==> src/rtl/mrd_fsm_pkt.sv <==
// -----------------------------------------------------------------------------
// mrd_fsm_pkt
// Shared definitions for the mixed-radix DFT memory engine sequencer:
//   - mrd_state_e : encoding of the 3-bit fsm state bus seen by all engine blocks
//   - RADIX_MIN/MAX : legal range of a radix factor in the Nf list
//   - WDOG_LIMIT : stall limit used when MRD_FSM_WATCHDOG_EN is defined
//   - is_valid_radix() : true for a factor that continues the Nf list
// -----------------------------------------------------------------------------
package mrd_fsm_pkt;

  typedef enum logic [2:0] {
    S_IDLE        = 3'd0,
    S_SINK        = 3'd1,
    S_WAIT_TO_RD  = 3'd2,
    S_RD          = 3'd3,
    S_WAIT_WR_END = 3'd4,
    S_SOURCE      = 3'd5
  } mrd_state_e;

  localparam logic [2:0]  RADIX_MIN  = 3'd2;
  localparam logic [2:0]  RADIX_MAX  = 3'd5;
  localparam int          NUM_NF     = 6;
  localparam int          WAIT_CNT_W = 4;
  localparam logic [15:0] WDOG_LIMIT = 16'hFFFF;

  function automatic logic is_valid_radix(input logic [2:0] r);
    return (r >= RADIX_MIN) && (r <= RADIX_MAX);
  endfunction

endpackage

==> src/rtl/mrd_stage_count.sv <==
// -----------------------------------------------------------------------------
// mrd_stage_count
// Combinational count of the leading valid radix factors in the Nf list.
// The first out-of-range factor terminates the list, so the count is the index
// of the first invalid entry, or 6 when all entries are valid.
// Ports:
//   nf    in  [0:5][2:0] radix factors N1..N6 (nf[0] = N1)
//   count out [2:0]      number of leading valid factors (0..6)
// -----------------------------------------------------------------------------
module mrd_stage_count
  import mrd_fsm_pkt::*;
(
  input  logic [0:NUM_NF-1][2:0] nf,
  output logic [2:0]             count
);

  // Scanning from the top down leaves the lowest invalid index in count.
  always_comb begin
    // NOTE: the default assigned before the loop keeps this block free of latches.
    count = 3'(NUM_NF);
    for (int i = NUM_NF - 1; i >= 0; i--) begin
      if (!is_valid_radix(nf[i])) count = 3'(i);
    end
  end

endmodule

==> src/rtl/mrd_fsm_ctrl.sv <==
// -----------------------------------------------------------------------------
// mrd_fsm_ctrl
// Top-level sequencer of the mixed-radix DFT memory engine. Drives the shared
// fsm bus through Idle -> Sink -> (Wait_to_rd -> Rd -> Wait_wr_end) x stages
// -> Source -> Idle, one Rd/write-back pass per leading valid Nf factor.
// Optional feature: define MRD_FSM_WATCHDOG_EN to add a stall watchdog and
// the wdog_err output.
// Ports:
//   clk, rst_n            clock, synchronous active-low reset
//   sink_sop, sink_valid  frame start request (qualified by sink_valid)
//   sink_end, rd_end, wr_end, source_end  one-cycle completion pulses
//   Nf [0:5][2:0]         radix factors N1..N6, latched at frame start
//   fsm, fsm_r            current state and its one-cycle-delayed copy
//   stage_idx             0-based index of the current Rd pass
//   sink_ready            high in Idle and Sink
//   frame_done            pulse on Source -> Idle
//   sop_dropped           pulse the cycle after a qualified sop outside Idle
//   wdog_err              (watchdog build only) pulse when a stall is aborted
// -----------------------------------------------------------------------------
module mrd_fsm_ctrl
  import mrd_fsm_pkt::*;
#(
  parameter int WAIT_RD = 4
) (
  input  logic                   clk,
  input  logic                   rst_n,
  input  logic                   sink_sop,
  input  logic                   sink_valid,
  input  logic                   sink_end,
  input  logic                   rd_end,
  input  logic                   wr_end,
  input  logic                   source_end,
  input  logic [0:NUM_NF-1][2:0] Nf,
  output logic [2:0]             fsm,
  output logic [2:0]             fsm_r,
  output logic [2:0]             stage_idx,
  output logic                   sink_ready,
  output logic                   frame_done,
  output logic                   sop_dropped
`ifdef MRD_FSM_WATCHDOG_EN
  ,
  output logic                   wdog_err
`endif
);

  localparam logic [WAIT_CNT_W-1:0] WAIT_LAST = WAIT_CNT_W'(WAIT_RD - 1);

  mrd_state_e            state_q, state_d;
  logic [2:0]            fsm_r_q;
  logic [2:0]            num_stages_q, num_stages_d;
  logic [2:0]            stage_idx_q, stage_idx_d;
  logic [WAIT_CNT_W-1:0] wait_cnt_q, wait_cnt_d;
  logic                  pend_q, pend_d;
  logic                  sink_ready_q, sink_ready_d;
  logic                  frame_done_q, frame_done_d;
  logic                  sop_dropped_q, sop_dropped_d;
  logic [2:0]            stage_cnt;
`ifdef MRD_FSM_WATCHDOG_EN
  logic [15:0]           wdog_cnt_q, wdog_cnt_d;
  logic                  wdog_err_q, wdog_err_d;
`endif

  mrd_stage_count u_stage_count (
    .nf    (Nf),
    .count (stage_cnt)
  );

  always_comb begin
    state_d      = state_q;
    num_stages_d = num_stages_q;
    stage_idx_d  = stage_idx_q;
    wait_cnt_d   = '0;
    pend_d       = pend_q;
    frame_done_d = 1'b0;

    case (state_q)
      S_IDLE: begin
        if (sink_sop && sink_valid) begin
          state_d      = S_SINK;
          num_stages_d = stage_cnt;
          stage_idx_d  = '0;
        end
      end
      S_SINK: begin
        if (sink_end) state_d = S_WAIT_TO_RD;
      end
      S_WAIT_TO_RD: begin
        if (num_stages_q == 3'd0) begin
          state_d = S_SOURCE;
        end else if (wait_cnt_q == WAIT_LAST) begin
          state_d = S_RD;
        end else begin
          wait_cnt_d = wait_cnt_q + 1'b1;
        end
      end
      S_RD: begin
        if (rd_end) begin
          state_d = S_WAIT_WR_END;
          // Write-back finished together with the reads: remember it so the
          // next state does not wait for a wr_end that already happened.
          if (wr_end) pend_d = 1'b1;
        end
      end
      S_WAIT_WR_END: begin
        pend_d = 1'b0;
        if (wr_end || pend_q) begin
          if (stage_idx_q == num_stages_q - 3'd1) begin
            state_d = S_SOURCE;
          end else begin
            state_d     = S_WAIT_TO_RD;
            stage_idx_d = stage_idx_q + 3'd1;
          end
        end
      end
      S_SOURCE: begin
        if (source_end) begin
          state_d      = S_IDLE;
          frame_done_d = 1'b1;
        end
      end
      default: state_d = S_IDLE;  // codes 6/7 recover to Idle
    endcase

    // Any state other than Idle rejects a new frame, including the Source
    // cycle in which source_end arrives.
    sop_dropped_d = sink_sop && sink_valid && (state_q != S_IDLE);

`ifdef MRD_FSM_WATCHDOG_EN
    wdog_err_d = 1'b0;
    wdog_cnt_d = (state_d != state_q) ? 16'd0 : wdog_cnt_q + 16'd1;
    if ((wdog_cnt_q == WDOG_LIMIT) &&
        ((state_q == S_SINK) || (state_q == S_RD) ||
         (state_q == S_WAIT_WR_END) || (state_q == S_SOURCE))) begin
      state_d      = S_IDLE;
      wdog_err_d   = 1'b1;
      wdog_cnt_d   = 16'd0;
      pend_d       = 1'b0;
      frame_done_d = 1'b0;
    end
`endif

    // Registered from the next state so it falls together with leaving Sink.
    sink_ready_d = (state_d == S_IDLE) || (state_d == S_SINK);
  end

  always_ff @(posedge clk) begin
    // NOTE: reset is synchronous; it is sampled only at the clock edge and
    // overrides every pulse input of that cycle.
    if (!rst_n) begin
      state_q       <= S_IDLE;
      fsm_r_q       <= 3'd0;
      num_stages_q  <= 3'd0;
      stage_idx_q   <= 3'd0;
      wait_cnt_q    <= '0;
      pend_q        <= 1'b0;
      sink_ready_q  <= 1'b1;
      frame_done_q  <= 1'b0;
      sop_dropped_q <= 1'b0;
`ifdef MRD_FSM_WATCHDOG_EN
      wdog_cnt_q    <= 16'd0;
      wdog_err_q    <= 1'b0;
`endif
    end else begin
      // NOTE: non-blocking assignments so every flop samples pre-edge values.
      state_q       <= state_d;
      fsm_r_q       <= state_q;
      num_stages_q  <= num_stages_d;
      stage_idx_q   <= stage_idx_d;
      wait_cnt_q    <= wait_cnt_d;
      pend_q        <= pend_d;
      sink_ready_q  <= sink_ready_d;
      frame_done_q  <= frame_done_d;
      sop_dropped_q <= sop_dropped_d;
`ifdef MRD_FSM_WATCHDOG_EN
      wdog_cnt_q    <= wdog_cnt_d;
      wdog_err_q    <= wdog_err_d;
`endif
    end
  end

  assign fsm         = state_q;
  assign fsm_r       = fsm_r_q;
  assign stage_idx   = stage_idx_q;
  assign sink_ready  = sink_ready_q;
  assign frame_done  = frame_done_q;
  assign sop_dropped = sop_dropped_q;
`ifdef MRD_FSM_WATCHDOG_EN
  assign wdog_err    = wdog_err_q;
`endif

endmodule
==> config.mk <==
export PLATFORM = sky130hd
export DESIGN_NAME = mrd_fsm_ctrl
export DESIGN_NICKNAME = d
export VERILOG_FILES = /design/src/rtl/mrd_fsm_pkt.sv /design/src/rtl/mrd_stage_count.sv /design/src/rtl/mrd_fsm_ctrl.sv
export SDC_FILE = /design/constraint.sdc
export NUM_CORES = 1
export LEC_CHECK = 0
export CAP_MARGIN = 5
export CORE_MARGIN = 5
export CORE_UTILIZATION = 40
export DETAILED_ROUTE_END_ITERATION = 12
export GPL_TIMING_DRIVEN = 0
export PLACE_DENSITY = 0.69
export SYNTH_ARGS = -nofsm -noshare
export SYNTH_HDL_FRONTEND = slang
export SYNTH_HIERARCHICAL = 1
export SYNTH_SLANG_ARGS = --single-unit
==> constraint.sdc <==
create_clock -name clk -period 3 [get_ports clk]
set_input_delay 0.9 -clock clk [delete_from_list [all_inputs] [get_ports clk]]
set_output_delay 0.9 -clock clk [all_outputs]
set_load 0.01 [all_outputs]
# Word level (Yosys, flattened, before mapping)
# Index checks and enable logic that the tools add are counted.
op_classes:
  n_addsub: 3
  n_mul: 0
  div_mod_pow: 0
  n_lt_le_gt_ge: 12
  n_eq_ne: 13
  n_shift: 0
  mux: 23
  n_bitwise: 2
  reduce_logical: 21
ops:
  columns: ["operator", "n"]
  rows:
  - ["$mux W3", 15]
  - ["$ge A3 B2 Y1 const B", 6]
  - ["$le A3 B3 Y1 const B", 6]
  - ["$pmux W3 S6", 1]
  - ["$ne A2 B2 Y1 const B", 5]
  - ["$logic_not A3 Y1", 3]
  - ["$logic_and A1 B1 Y1", 8]
  - ["$eq A3 B1 Y1 const B", 2]
  - ["$eq A3 B2 Y1 const B", 2]
  - ["$eq A3 B3 Y1 const B", 2]
  - ["$pmux W3 S2", 1]
  - ["$add A4 B1 Y4 const B", 1]
  - ["$eq A4 B2 Y1 const B", 1]
  - ["$mux W2", 2]
  - ["$reduce_and A2 Y1", 2]
  - ["$reduce_and A4 Y1", 1]
  - ["$reduce_bool A2 Y1", 2]
  - ["$reduce_or A4 Y1", 1]
  - ["$add A3 B1 Y3 const B", 1]
  - ["$eq A3 B3 Y1", 1]
  - ["$mux W1", 3]
  - ["$reduce_and A3 Y1", 1]
  - ["$reduce_bool A3 Y1", 1]
  - ["$sub A3 B1 Y3 const B", 1]
  - ["other kinds (3)", 5]
totals:
  reg_bits: 20
  latchBits: 0
  mem_bits_rw: 0
  rom_bits: 0
  in_bits: 26
  output_inout_bits: 12
  elab_cells: 83
  mem_count: 0

# Depth between registers and ports, before layout
depth:
  depth_word: 8
  mapped_depth: 6
  ltp_nobuf: 6

# Modules after synthesis
# The synthesis kept the hierarchy.
modules_own_cells:
  columns: ["mod", "n_inst", "cells_each", "area_per_inst_um2", "seq_area_each_um2"]
  rows:
  - ["mrd_fsm_ctrl", 1, 101, 969.7, 400.4]
  - ["mrd_stage_count", 1, 15, 107.6, 0.0]

# Worst setup path before layout
# OpenSTA, ideal clock, no wires.
synth_timing:
  path_type: "input to register"
  from: "input port wr_end"
  to: "register stage_idx_q[2], in the netlist stage_idx[2]"
  arrival_ns: 1.822
  required_ns: 2.914
  path_slack_ns: 1.092
  path_stages: 4
  path_buffers: 0
  cell_sequence: "or2_2 -> a32o_1 -> a31o_2 -> a211oi_1"
synth_between:
  elab_chain_cells: 3
synth_lines:
  columns: ["item", "line_no", "text"]
  rows:
  - ["start, declared", "mrd_fsm_ctrl.sv:31", "input logic wr_end,"]
  - ["$logic_or A1 B1 Y1", "mrd_fsm_ctrl.sv:106", "if (wr_end || pend_q) begin"]
  - ["$ne A2 B2 Y1 (no line)", null, null]
  - ["$reduce_and A4 Y1 (no line)", null, null]
  - ["end signal, assigned", "mrd_fsm_ctrl.sv:168", "stage_idx_q <= stage_idx_d;"]
  - ["end, declared", "mrd_fsm_ctrl.sv:51", "logic [2:0] stage_idx_q, stage_idx_d;"]
# Every way passes these cells.
# A chain may end at the register's enable or synchronous reset.

# Worst setup path after layout
layout_timing:
  from: "register stage_idx_q[0], in the netlist stage_idx[0]"
  to: "output port stage_idx[0]"
layout_rtl:
  columns: ["item", "line_no", "text"]
  rows:
  - ["end, declared", "mrd_fsm_ctrl.sv:36", "output logic [2:0] stage_idx,"]
# No word-level cell between the ends.

==> results.yml <==
status:
  outcome: "complete, no violations"
detailed_routing:
  vias: 915
  drc: 0
  wl_mm: 2.17
  first_pass_iters: 4
  viasPerCell: 5.06
  ant_nets: 0
  wire_per_inst_um: 12.0
  drt-initial-drc-count: 6
place:
  dp_slack_ns: 0.540
  gp_congestion: 0.739
  postPlaceCellArea_mm2: 0.00143
  io_buffers: 31
  place_hpwl_mm: 1.79
worst_setup_path:
  end_kind: "output port"
  cp-start-kind: "flop"
  required_ns: 2.10
  path_delay_family: "buffers and inverters"
  max_stage_delay_ns: 0.56
  path_cells: "clkdlybuf4s50_1"
  worstPathMaxFanout: 4
  cp_num_buf_inv: 1
  path_class: "reg -> out"
  crit_path_top_delay_cell: "clkdlybuf4s50_1"
  cp.arrival_ns: 1.26
timing:
  rsz0062_at_grt: "false"
  max_freq_mhz: 462
  finalSetupTns_ns: 0
  worst_pin_slew_ns: 0.431
  setup-violations-final: 0
  fin_skew_ns: 0.0103
  final.setup.worst_slack_ns: 0.836
  drv_slew: 0
  finalHoldViolations: 0
  relSlewSlack_pct: 71.1
  finalCritPeriodShare_pct: 72.1
  period_minus_slack_ns: 2.16
cts:
  clkSlewWorstSetupHoldPaths_ns: 0.12
  cts_tree: "yes"
  clk_latency_ns: 0.31
  cts-resized-gates: 0
  cts_max_level: 1
  cts_sinks: 20
  cts-root-buf: "clkbuf_4"
  cts_setup_buffers: 0
  clk_path_buf_depth: 2
  cts_hold_buf: 0
  cts_buffers: 3
global_routing:
  grt_max_degree: 13
  grt_overflow: 0
  grt_pass1_vias: 894
  antenna_found_initial: 0
  grt_pass1_wl_mm: 3.76
  globalRouteTotalUtil_pct: 13.3
final_layout:
  antennaDiodeCount: 0
  drive_gt1_share_pct: 9.27
  utilization_pct: 58.6
  fin_nets: 182
  syn_to_final_growth_pct: 37.2
  final_cell_area_mm2: 0.00148
power_and_ir_drop:
  p_comb_share_pct: 18.5
  p_int_w: 0.000471
  seqPwrFrac_pct: 45.5
  p_per_area_mw_per_mm2: 412
  p_leak_nw: 0.587
  switchingPower_w: 0.000138
  peakVddDrop_uv: 407
  switching_share_pct: 22.6
  clkPwrFrac_pct: 36.1
flow_run:
  maxCapViolCount: 0
synthesis:
  synth_cell_types: 38
  synth-seq-cells: 20
  syn_inst: 116
  syn_area_per_cell_um2: 9.29
  synth-seq-area-share_pct: 37.2
  synth_area_mm2: 0.00108
  ys.flop_type: "dfxtp_1"
  synth_warnings: 6
  synthArstFlopShare_pct: 0
  synth_edf_count: 0
  syn_nets: 146
floorplanning:
  die_x_um: 61.9
  initial_core_util_pct: 42.7
  core_area_mm2: 0.00252
  fp-row-count: 18
  die_h_um: 61.9
  dieArea_mm2: 0.00383
  boundaryPins: 38
hold_path:
  hold_class: "reg -> reg"
## cell usage after synthesis (2+ instances only)
library cell | instances | area share (%)
dfxtp_1 | 20 | 37
xor2_1 | 8 | 6.5
nor2b_1 | 5 | 2.9
a31oi_1 | 4 | 2.3
nor2_1 | 10 | 3.5
a211oi_1 | 2 | 1.4
and2_1 | 2 | 1.2
nand2_1 | 9 | 3.1
inv_1 | 8 | 2.8
nor3_1 | 4 | 1.9
and3_1 | 2 | 1.2
ha_1 | 4 | 4.6
a21oi_1 | 2 | 0.93
xnor2_1 | 2 | 1.6
nand4_1 | 3 | 1.7
nand3_1 | 5 | 2.3
buf_6 | 2 | 2.1
mux2i_1 | 4 | 3.7
## worst paths after layout
check / from / endpoint / slack (ns) / cells past startpoint
max reg2reg: num_stages_q[0] / stage_idx[2] / 1.22 / 6
min reg2reg: wait_cnt_q[0] / wait_cnt_q[0] / 0.46 / 1
min: wait_cnt_q[0] / wait_cnt_q[0] / 0.46 / 1
max: stage_idx[0] / stage_idx[0] / 0.84 / 1
## cells in the final DEF (no fill, tap or decap), drive strengths merged, types with 3 or more instances in the layout
| cell type | n |
|---|---|
| clkdlybuf4s50 | 31 |
| dfxtp | 20 |
| nor2 | 10 |
| nand2 | 9 |
| xor2 | 9 |
| inv | 8 |
| nand3 | 5 |
| nor2b | 5 |
| nor3 | 4 |
| a31oi | 4 |
| mux2i | 4 |
| ha | 4 |
| buf | 4 |
| nand4 | 3 |
| clkbuf | 3 |
## through the flow
step	total power, W	instances	hold WS, ns
6_report	0.000609	181	0.463
3_3_place_gp	0.000394	177	0.430
5_1_grt	0.000636	181	0.483
4_1_cts	0.000616	181	0.467
2_1_floorplan	0.000345	116	0.418
3_5_place_dp	0.000396	177	0.448
## area by class of cell
| cell class | count | area, µm² |
|---|---|---|
| plain buffers | 4 | 35.0 |
| clock buffers | 3 | 22.5 |
| clock inverters | 1 | 30.0 |
| fillers | 238 | 1040 |
| inverters | 8 | 30.0 |
| multi-input cells | 84 | 612 |
| flip-flops and latches | 20 | 400 |
| well taps | 30 | 37.5 |
| repair buffers | 31 | 310 |
## kinds of logic (layout without fill, tap and decap cells)
group / after synthesis / after routing / synth area share [%]
AO/OA/AOI/OAI: 16 / 16 / 11.3
XOR/XNOR: 12 / 12 / 11.8
adder cells (fa/ha/maj): 4 / 4 / 4.65
buffers and inverters: 12 / 47 / 6.04
flip-flops: 20 / 20 / 37.2
multiplexers: 5 / 5 / 5.81
AND/OR/NAND/NOR: 47 / 47 / 23.2
## power groups by stage
stage	registers (W)	clock network [W]	logic, W
finish	0.000277	0.000220	0.000112
global route	0.000278	0.000232	0.000125
CTS	0.000277	0.000225	0.000113
global placement	0.000283	0	0.000111
floorplan	0.000286	0	0.0000590
detailed placement	0.000283	0	0.000113
## layer usage
layer	global-route usage, %	share of wire (%)	vias up
met5	0	0	-
met4	7.27	1.8	0
met3	2.07	6.2	4
met2	24.8	52	29
met1	14.2	40	409
li1	-	-	473
## state kept, by name (all words and copies together), names as in the netlist
| signal | count |
|---|---|
| fsm | 3 |
| fsm_r | 3 |
| num_stages_q | 3 |
| stage_idx | 3 |
| pend_q | 1 |
| wait_cnt_q | 4 |
| sop_dropped | 1 |
| sink_ready | 1 |
| frame_done | 1 |
Note: power is estimated with default switching activity, not from simulation.
